**config.mk**
```make
export PLATFORM = sky130hd
export DESIGN_NAME = jk_reg_bank
export DESIGN_NICKNAME = d
export VERILOG_FILES = /design/src/rtl/jk_reg_bank.sv
export SDC_FILE = /design/constraint.sdc
export NUM_CORES = 1
export LEC_CHECK = 0
export CAP_MARGIN = 20
export CORE_ASPECT_RATIO = 0.9
export CORE_MARGIN = 2
export CORE_UTILIZATION = 49
export DETAILED_ROUTE_END_ITERATION = 7
export GPL_ROUTABILITY_DRIVEN = 0
export PLACE_DENSITY_LB_ADDON = 0.3
export SYNTH_ARGS = -nofsm -noshare
export SYNTH_HDL_FRONTEND = slang
export SYNTH_SLANG_ARGS = --single-unit
export TNS_END_PERCENT = 50
```
**constraint.sdc**
```tcl
create_clock -name clk -period 4.5 [get_ports clk]
set_input_delay 1.35 -clock clk [delete_from_list [all_inputs] [get_ports clk]]
set_output_delay 1.35 -clock clk [all_outputs]
set_load 0.05 [all_outputs]
```
**src/rtl/jk_reg_bank.sv**
```systemverilog
// Multi-bit register bank with run-time selectable JK / D / T / SR update per bit,
// plus a per-edge change mask, a sticky illegal-SR flag and a saturating transition counter.
module jk_reg_bank #(
  parameter int                 WIDTH       = 8,
  parameter logic [WIDTH-1:0]   RESET_VALUE = {WIDTH{1'b0}},
  parameter int                 CNT_W       = 16
) (
  input  logic              clk,
  input  logic              reset_n,
  input  logic              en,
  input  logic [1:0]        mode,
  input  logic [WIDTH-1:0]  j,
  input  logic [WIDTH-1:0]  k,
  input  logic              clr_stat,
  output logic [WIDTH-1:0]  q,
  output logic [WIDTH-1:0]  q_not,
  output logic [WIDTH-1:0]  changed,
  output logic              sr_err,
  output logic [CNT_W-1:0]  toggle_cnt
);

  localparam logic [1:0] MODE_JK = 2'b00;
  localparam logic [1:0] MODE_D  = 2'b01;
  localparam logic [1:0] MODE_T  = 2'b10;
  localparam logic [1:0] MODE_SR = 2'b11;

  localparam int PC_W  = $clog2(WIDTH + 1);
  localparam int SUM_W = ((CNT_W > PC_W) ? CNT_W : PC_W) + 1;
  localparam logic [CNT_W-1:0] CNT_MAX = {CNT_W{1'b1}};

  logic [WIDTH-1:0] q_q, q_d;
  logic [WIDTH-1:0] changed_q, changed_d;
  logic             sr_err_q, sr_err_d;
  logic [CNT_W-1:0] toggle_cnt_q, toggle_cnt_d;

  logic [PC_W-1:0]  pop_cnt;
  logic [SUM_W-1:0] cnt_sum;
  logic             sr_set;

  // NOTE: every always_comb output gets a default first, so no path leaves it unassigned and no latch is inferred.
  always_comb begin
    q_d = q_q;
    if (en) begin
      for (int i = 0; i < WIDTH; i++) begin
        case (mode)
          MODE_JK: begin
            case ({j[i], k[i]})
              2'b01:   q_d[i] = 1'b0;
              2'b10:   q_d[i] = 1'b1;
              2'b11:   q_d[i] = ~q_q[i];
              default: q_d[i] = q_q[i];
            endcase
          end
          MODE_D:  q_d[i] = j[i];
          MODE_T:  q_d[i] = q_q[i] ^ j[i];
          default: begin
            // SR: the illegal 11 combination holds the bit, same as 00.
            case ({j[i], k[i]})
              2'b01:   q_d[i] = 1'b0;
              2'b10:   q_d[i] = 1'b1;
              default: q_d[i] = q_q[i];
            endcase
          end
        endcase
      end
    end

    changed_d = q_d ^ q_q;

    sr_set   = en && (mode == MODE_SR) && (|(j & k));
    sr_err_d = sr_set | (sr_err_q & ~clr_stat);

    // The counter accumulates the mask registered at the previous edge, so it lags changed by one cycle.
    pop_cnt = '0;
    for (int i = 0; i < WIDTH; i++) begin
      pop_cnt = pop_cnt + PC_W'(changed_q[i]);
    end
    cnt_sum = SUM_W'(toggle_cnt_q) + SUM_W'(pop_cnt);

    if (clr_stat) begin
      toggle_cnt_d = '0;
    end else if (cnt_sum > SUM_W'(CNT_MAX)) begin
      toggle_cnt_d = CNT_MAX;
    end else begin
      toggle_cnt_d = cnt_sum[CNT_W-1:0];
    end
  end

  // NOTE: sequential state uses non-blocking assignments so all flops update from pre-edge values.
  always_ff @(posedge clk) begin
    if (!reset_n) begin
      q_q          <= RESET_VALUE;
      changed_q    <= '0;
      sr_err_q     <= 1'b0;
      toggle_cnt_q <= '0;
    end else begin
      q_q          <= q_d;
      changed_q    <= changed_d;
      sr_err_q     <= sr_err_d;
      toggle_cnt_q <= toggle_cnt_d;
    end
  end

  assign q          = q_q;
  assign q_not      = ~q_q;
  assign changed    = changed_q;
  assign sr_err     = sr_err_q;
  assign toggle_cnt = toggle_cnt_q;

endmodule

```
==> impl_metrics.py, run 1 <==
metrics = {
    "status": {
        "status": "completed",
    },
    "route": {
        "wl_met2_mm": 2.53,
        "ant_nets": 0,
        "drc": 0,
        "wl_met1_mm": 2.56,
        "wirelength_mm": 5.46,
        "via_per_inst": 5.41,
        "drt_pre_antenna_iters": 4,
        "route.top_layer_used": "met4",
        "wl_per_cell_um": 13.7,
        "routed-via-count": 2164,
        "met3_length_um": 284,
        "drtIter0Drc": 168,
    },
    "final_layout": {
        "final_area_um2": 3040,
        "final_cell_mix": "clkdlybuf4s50_1, dfxtp_1, inv_1, a21oi_1, nand2_1",
        "fillers": 395,
        "fin_nets": 386,
        "fin_cells": 400,
        "drive_above_1_share_pct": 5.03,
        "syn_to_final_growth_pct": 31.7,
        "n_antenna_cell": 0,
        "final_common_cell": "clkdlybuf4s50_1",
    },
    "timing": {
        "final_max_slew_viol_count": 0,
        "timing.fmax_mhz": 256,
        "setup_viol": 0,
        "skew_ns": 0.00475,
        "worst-slew-pin-transition_ns": 0.817,
        "tns_ns": 0,
        "fin_crit_ns": 3.90,
        "hold_violations": 0,
        "slew_headroom_pct": 45.4,
        "rsz0062_at_grt": "false",
        "hold_slack_ns": 0.554,
        "fin_crit_sh_pct": 86.7,
    },
    "power": {
        "cell_internal_pwr_mw": 0.518,
        "switching_share_pct": 36.4,
        "p_comb_share_pct": 32.5,
        "p_per_area_nw_per_um2": 268,
        "power.total_mw": 0.814,
        "power.switching_mw": 0.297,
        "seqPwrFrac_pct": 39.8,
        "clkPwrFrac_pct": 27.6,
        "p_leak_nw": 1.23,
        "ir_drop_v": 0.000179,
    },
    "worst_setup_path": {
        "worst_r2r_startpoint": "changed[0]",
        "cp-end-kind": "flop",
        "critPathArrivalTime_ns": 4.12,
        "crit_path_start_kind": "flop",
        "critPathKind": "reg -> reg",
        "crit_fanout": 14,
        "crit_required_ns": 4.72,
        "worstRegToRegCells": 12,
        "reg2reg_slack_ns": 0.60,
        "worstReg2RegEnd": "toggle_cnt[3]",
    },
    "place": {
        "place_area_um2": 2950,
        "dp.cells": 392,
        "hpwl_mm": 4.04,
        "io_buffers": 62,
    },
    "yosys": {
        "synth_area_um2": 2310,
        "yosysUniqueCellTypes": 40,
        "ys_warn_count": 0,
        "synthesis.nets": 327,
        "ys_ff_latch": 33,
        "ys.flop_type": "dfxtp_1",
        "synth_seq_area_share_pct": 28.6,
        "synth_cells": 278,
        "synth_enable_flop_cells": 0,
        "synth-async-reset-ratio_pct": 0,
        "avgSynthCellArea_um2": 8.30,
    },
    "clock_network": {
        "cts_buffer_depth": 2,
        "cts-htree-levels": 2,
        "tritoncts": "yes",
        "clockRootBuffer": "clkbuf_8",
        "insertion_delay_ns": 0.29,
        "clkSinkCount": 33,
        "postCtsSetupBuffers": 0,
        "hold_buffers": 0,
        "clkSlewWorstSetupHoldPaths_ns": 0.07,
        "cts_resized": 0,
        "cts_buffers": 5,
    },
    "min_path": {
        "min_from": "toggle_cnt[12]",
        "whs_path_depth": 2,
        "hold_class": "reg -> reg",
        "min_to": "toggle_cnt[12]",
    },
    "floorplanning": {
        "row_count": 23,
        "initial_core_util_pct": 51.4,
        "die_w_um": 76.3,
        "core_um2": 4490,
        "fp.dieArea_um2": 5270,
        "die-height_um": 69.1,
        "num_io_pins": 63,
    },
    "grt": {
        "grt_overflow": 0,
        "grt_max_degree": 26,
        "groute.usage.overall_pct": 21.3,
        "grt_pass1_vias": 2004,
        "grt_pass1_wl_mm": 9.22,
        "grt_antenna_before_repair": 0,
    },
    "flow_run": {
        "cap_violations": 0,
    },
}
-- sequential cells by signal (all words and copies together) (netlist names) --
| signal | count |
|---|---|
| toggle_cnt | 16 |
| changed | 8 |
| q | 8 |
| sr_err | 1 |
-- worst max-delay path: stages, from the launching register on --
cell and delay [ns]:
dfxtp_1 0.34, fa_1 0.53, inv_1 0.05, fa_1 0.49, fa_1 0.42, fa_1 0.41
fa_1 0.41, nand2b_1 0.17, a21oi_2 0.11, buf_4 0.15, nand3_1 0.40, o21a_1 0.25
nor2_1 0.09
-- through the flow --
stage               setup slack (ns)  util (%)
floorplan                      0.712         -
global placement               0.718      65.8
detailed placement             0.603      65.8
CTS                            0.580      67.7
global route                   0.368      67.7
finish                         0.597      67.7
-- cell usage after synthesis (all sizes together), types with 4 or more instances --
cell type   n  area, um2
inv        31        116
xor2        8       70.1
a32oi       5       43.8
nand2b      6       37.5
clkbuf      4       15.0
nand2      25       93.8
nor2        7       26.3
o21ai       9       45.0
nor3b       4       35.0
mux2i       7       70.1
and3        6       37.5
nor3        8       40.0
a21oi      32        164
nor2b       6       37.5
buf         7       45.0
a21boi      6       48.8
nand3       7       35.0
nand3b      6       45.0
nand4       5       31.3
a31o        5       43.8
ha         22        275
and3b       6       52.6
dfxtp      33        661
fa          5        100
-- power groups by stage --
| stage | Combinational, mW | Clock (mW) | Sequential [mW] |
|---|---|---|---|
| final | 0.265 | 0.225 | 0.324 |
| after global routing | 0.289 | 0.241 | 0.327 |
| after CTS | 0.266 | 0.226 | 0.324 |
| after detailed placement | 0.264 | 0 | 0.331 |
| after global placement | 0.259 | 0 | 0.330 |
| after floorplan | 0.124 | 0 | 0.380 |
-- metal layers --
metal	global-route usage, %	vias to the layer above
met2	34.3	55
li1	-	1083
met3	7.33	11
met5	0	-
met4	5.66	0
met1	27.4	1015
-- cell type report --
cell class                 instances  area, um2  area share, %
clock buffer                       5       68.8           2.26
clock inverter                     3       17.5          0.576
inverter                          31        116           3.83
multi-input combinational        203       1470           48.4
sequential                        33        661           21.7
tap                               62       77.6           2.55
timing repair buffer              63        628           20.7
-- how the worst max path moves through the flow --
stage / endpoint / from / slack [ns]
2_1_floorplan: toggle_cnt[15] / changed[1] / 0.71
3_3_place_gp: toggle_cnt[3] / changed[0] / 0.72
3_5_place_dp: toggle_cnt[3] / changed[0] / 0.60
4_1_cts: toggle_cnt[3] / changed[0] / 0.58
5_1_grt: toggle_cnt[3] / changed[0] / 0.37
6_report: toggle_cnt[3] / changed[0] / 0.60
-- kinds of logic after synthesis --
logic type / share of synthesized area, %
compound gates: 17.0
xor+xnor: 4.18
fa+ha+maj: 16.3
buf+inv: 7.65
flops: 28.6
mux: 3.04
simple gates: 23.2
No activity file was read; power rests on OpenSTA's default activity.
==> inputs of run 2 (changes only) <==
==> constraint.sdc (replaced) <==
create_clock -name clk -period 4.5 [get_ports clk]
set_input_delay 0.45 -clock clk [delete_from_list [all_inputs] [get_ports clk]]
set_output_delay 0.45 -clock clk [all_outputs]
set_load 0.05 [all_outputs]
==> results of run 2 <==
Same layout as run 1: the final DEF is identical, and so are final timing and power.
==> inputs of run 3 (changes only) <==
- CTS_BUF_LIST: default -> sky130_fd_sc_hd__clkbuf_4 sky130_fd_sc_hd__clkbuf_8 sky130_fd_sc_hd__clkbuf_16
- CTS_CLUSTER_SIZE: default -> 30
- SLEW_MARGIN: default -> 15
==> results of run 3 <==
Same layout as run 1: the final DEF is identical, and so are final timing and power.
==> edit 1, RTL diff (config.mk and constraints of run 3) <==
Register the output `toggle_cnt` once more; this adds one clock of latency there. The other outputs are not delayed to match.
--- a/src/rtl/jk_reg_bank.sv
+++ b/src/rtl/jk_reg_bank.sv
@@ -105,7 +105,9 @@
   assign q_not      = ~q_q;
   assign changed    = changed_q;
   assign sr_err     = sr_err_q;
-  assign toggle_cnt = toggle_cnt_q;
+  always_ff @(posedge clk) begin
+    toggle_cnt <= toggle_cnt_q;
+  end
 
 endmodule
 
Behaviour: not the same (a bounded check fails within 4 cycles, from zero or initial values and one cycle with reset_n low).
==> edit 1 against run 3 <==
Worst hold slack worse by 190 ps; worst setup slack worse by 48 ps; routed wire length is 13% higher; clock skew fell by 0.62 ps; synthesized area rose by 22%; sequential cell count is 16 higher; core utilization fell by 4.6 points; total power is 23% higher; cell area up 17%; critical endpoint is now toggle_cnt_q[1]$_SDFF_PP0_; highest routed layer unchanged.
==> edit 1: results (changes against run 3) <==
Parameter                              Value

Status
  Outcome ... finished clean

Synthesis
  Number of different library cells in the post-synthesis netlist ... 54 (+35%)
  Largest cells by area after synthesis ... dfxtp_1, ha_1, a21oi_1
  Compound-Gate Fraction of Synth Area ... 16.9% (-0.12 points)
  Area share of fa/ha/maj cells after synthesis ... 13.3% (-3.0 points)
  Fraction of synthesized area in multiplexers ... 0.754% (-2.3 points)
  Sequential fraction of the synthesis area ... 34.8% (+6.1 points)
  Post-synth net total ... 369 (+13%)
  Most instantiated cells after synthesis ... dfxtp_1, nand2_1, inv_1, a21oi_1, ha_1
  Post-Synth XOR/XNOR Area ... 2.17% (-2.0 points)

Timing
  Slew headroom ... 29.7% (-16 points)
  Layout Skew ... 4.14 ps (-0.618 ps)

Route
  Final routed wire length divided by cell count ... 13.9 um (+1.5%)
  Via count normalized by instance count ... 5.39 (-0.41%)

GRT
  Wire length of the first global-routing pass ... 10,800 um (+17%)
  Overall Global Routing Usage ... 20.5% (-0.83 points)
  Pin count of the biggest net entering global routing ... 35 (+35%)
  Number of global-route vias before repair ... 2,294 (+14%)

Cells and area
  Final net count ... 424 (+9.8%)
  Fillcell total ... 480 (+22%)
  Share of layout cells above drive strength 1 ... 6.12% (+1.1 points)

Power
  Maximum VDD drop ... 0.202 mV (+13%)

Critical path
  Critical-path maximum fanout ... 13 (-1)
  Data arrival time of the critical path ... 4170 ps (+50 ps)

Min path
  Startpoint of the worst hold path ... toggle_cnt_q[2]$_SDFF_PP0_

Clocking
  Number of cells upsized or downsized after cts ... 0 (unchanged)
  Insertion delay to the later sink of the worst-skew pair ... 310 ps (+20 ps)
  Clock transition at the register clock pins on the worst setup and hold paths after CTS ... 80 ps
  CTS H-tree lvls ... 2 (unchanged)

Place
  DP Area ... 0.00346 mm2 (+17%)
  Detailed placement HPWL ... 4560 um (+13%)
## edit 1: cell types whose count changed after synthesis, sizes merged, moves of 7 or more
cell	change
xor2	-7
a21oi	-7
nand2	+7
o21a	+7
and4	+7
dfxtp	+16
nor4	+8
## edit 1: per-layer routing
metal	vias to the layer above	global-route usage, %	wire [um]
met5	-	0	0
met4	0	4.84	89
met3	7	5.31	242
met2	46	32.2	2810
met1	1123	28.5	3040
li1	1227	-	-
## edit 1: cells by family (layout without fill, tap and decap cells)
logic type,after synthesis,in the layout
flops,49,49
fa+ha+maj,27,27
mux,2,2
compound gates,72,72
xor+xnor,7,7
simple gates,116,116
buf+inv,47,103
## edit 1: power by group
group	total [mW]	internal, mW	switching (mW)
registers	0.468	0.452	0.0155
logic	0.277	0.109	0.167
clock network	0.260	0.116	0.145
## edit 1: final timing paths
check / end / slack [ps] / cells past startpoint
worst max-delay path: toggle_cnt_q[1]$_SDFF_PP0_ / 550 / 11
worst min-delay path: toggle_cnt[2]$_DFF_P_ / 370 / 0
worst max register to register: toggle_cnt_q[1]$_SDFF_PP0_ / 550 / 11
worst min register to register: toggle_cnt[2]$_DFF_P_ / 370 / 0
## edit 1: final cells by class
type	instances	share of cell area (%)
Clock buffer	6	2.15
Clock inverter	2	0.423
Multi-Input combinational cell	224	46.2
Sequential cell	49	27.6
Timing Repair Buffer	64	17.9
Inverter	31	3.27
Tap cell	70	2.46
## edit 1: through the flow
step,utilization [%],total power [mW],hold slack (ps),setup slack (ps),instances
5_1_grt,63.1,1.06,372,370,446
3_3_place_gp,61.5,0.744,342,753,438
6_report,63.1,1.00,366,550,446
3_5_place_dp,61.5,0.755,354,578,438
2_1_floorplan,-,0.658,331,623,320
4_1_cts,63.1,1.02,366,548,446
==> edit 2, RTL diff (config.mk and constraints of run 3) <==
Without the edit above. Change the parameter `WIDTH` from 8 to 16.
--- a/src/rtl/jk_reg_bank.sv
+++ b/src/rtl/jk_reg_bank.sv
@@ -1,7 +1,7 @@
 // Multi-bit register bank with run-time selectable JK / D / T / SR update per bit,
 // plus a per-edge change mask, a sticky illegal-SR flag and a saturating transition counter.
 module jk_reg_bank #(
-  parameter int                 WIDTH       = 8,
+  parameter int                 WIDTH       = 16,
   parameter logic [WIDTH-1:0]   RESET_VALUE = {WIDTH{1'b0}},
   parameter int                 CNT_W       = 16
 ) (
Interface: changed (5 resized); port bits go from 63 to 103. The function was not compared with the original's and may differ.
==> edit 2 against run 3 <==
Routed wire length up 90%; cell area up 67%; sequential cell count rose by 16; largest cell class unchanged; synthesized area rose by 70%; first-iteration DRC count down 17%; non-clock buffer count is 43 higher; combinational power rose to 2.6 times the old value; via count rose by 73%; synthesized cell count rose by 76%; highest routed layer unchanged; cell count up 69%; worst setup slack got worse by 330 ps; clock skew increased by 8.3 ps; die area rose by 66%; total power increased by 78%.
==> edit 2: results (changes against run 3) <==
Parameter                              Value

Place
  PortBufs ... 102 (+65%)
  DP Area ... 0.00498 mm2 (+69%)

Cells and area
  Inverters ... 69 (+120%)
  Fillcell total ... 657 (+66%)
  Final net count ... 668 (+73%)
  Final-layout clock-cell area share ... 1.70% (-1.1 points)
  Clock tree buffer count of the final layout ... 6 (+1)

Min path
  Number of stages on the worst hold path ... 1 (-1)
  Startpoint of the worst hold path ... toggle_cnt[15]$_SDFF_PP0_
  Capture endpoint of the worst hold path ... toggle_cnt[15]$_SDFF_PP0_

Synthesis
  Largest cells by area after synthesis ... dfxtp_1, ha_1, inv_1
  Compound-Gate Fraction of Synth Area ... 17.5% (+0.44 points)
  Synthesis-stage register bit count ... 49 (+48%)
  Fraction of synthesized area in multiplexers ... 3.57% (+0.53 points)
  Area share of fa/ha/maj cells after synthesis ... 18.9% (+2.6 points)
  Post-Synth XOR/XNOR Area ... 1.79% (-2.4 points)

Critical path
  Critical-path maximum fanout ... 2 (-12)
  Data arrival time of the critical path ... 4400 ps (+280 ps)

Timing
  Minimum hold slack ... 544 ps (-10.4 ps)
  Layout Skew ... 13.0 ps (+8.28 ps)
  Transition at the pin with the smallest max-transition slack ... 734 ps (-82.6 ps)

GRT
  Number of global-route vias before repair ... 3,564 (+78%)
  Pin count of the biggest net entering global routing ... 46 (+77%)

Status
  Outcome ... finished clean

Route
  Violation count after the first detailed-routing iteration ... 139 (-17%)
  Total via count after detailed routing ... 3,739 (+73%)
  Pre-antenna DRT Iters ... 5 (+1)

Power
  Max power group ... combinational cells
  Maximum VDD drop ... 0.143 mV (-20%)
  LEAKAGE ... 2.14 nW (+74%)

Clocking
  Clock transition at the register clock pins on the worst setup and hold paths after CTS ... 90 ps (+20 ps)
## edit 2: changes by cell type after synthesis, sizes merged, moves of 10 or more
cell   before  now
inv        31   69
nand2      25   57
ha         22   40
dfxtp      33   49
a21oi      32   46
nor3        8   18
## edit 2: routing by layer
metal,global-route usage (%),share of wire (%),vias up
met5,0,0,-
met4,5.98,1.7,0
met3,4.93,6.7,17
met2,41.9,48,133
met1,29.8,44,1749
li1,-,-,1840
## edit 2: repair_timing
action,in CTS,in global routing
endpoints found under the setup margin,0,1
gates resized for setup,0,1
setup buffers,0,0
## edit 2: per-stage QoR
step / setup WS, ps / total power [mW] / util [%] / std cells
after CTS: 165 / 1.46 / 66.2 / 675
after global placement: 294 / 1.17 / 65.0 / 667
after floorplan: 31.4 / 0.974 / - / 488
final: 263 / 1.45 / 66.2 / 675
after global routing: 59.0 / 1.55 / 66.2 / 675
after detailed placement: 169 / 1.19 / 65.0 / 667
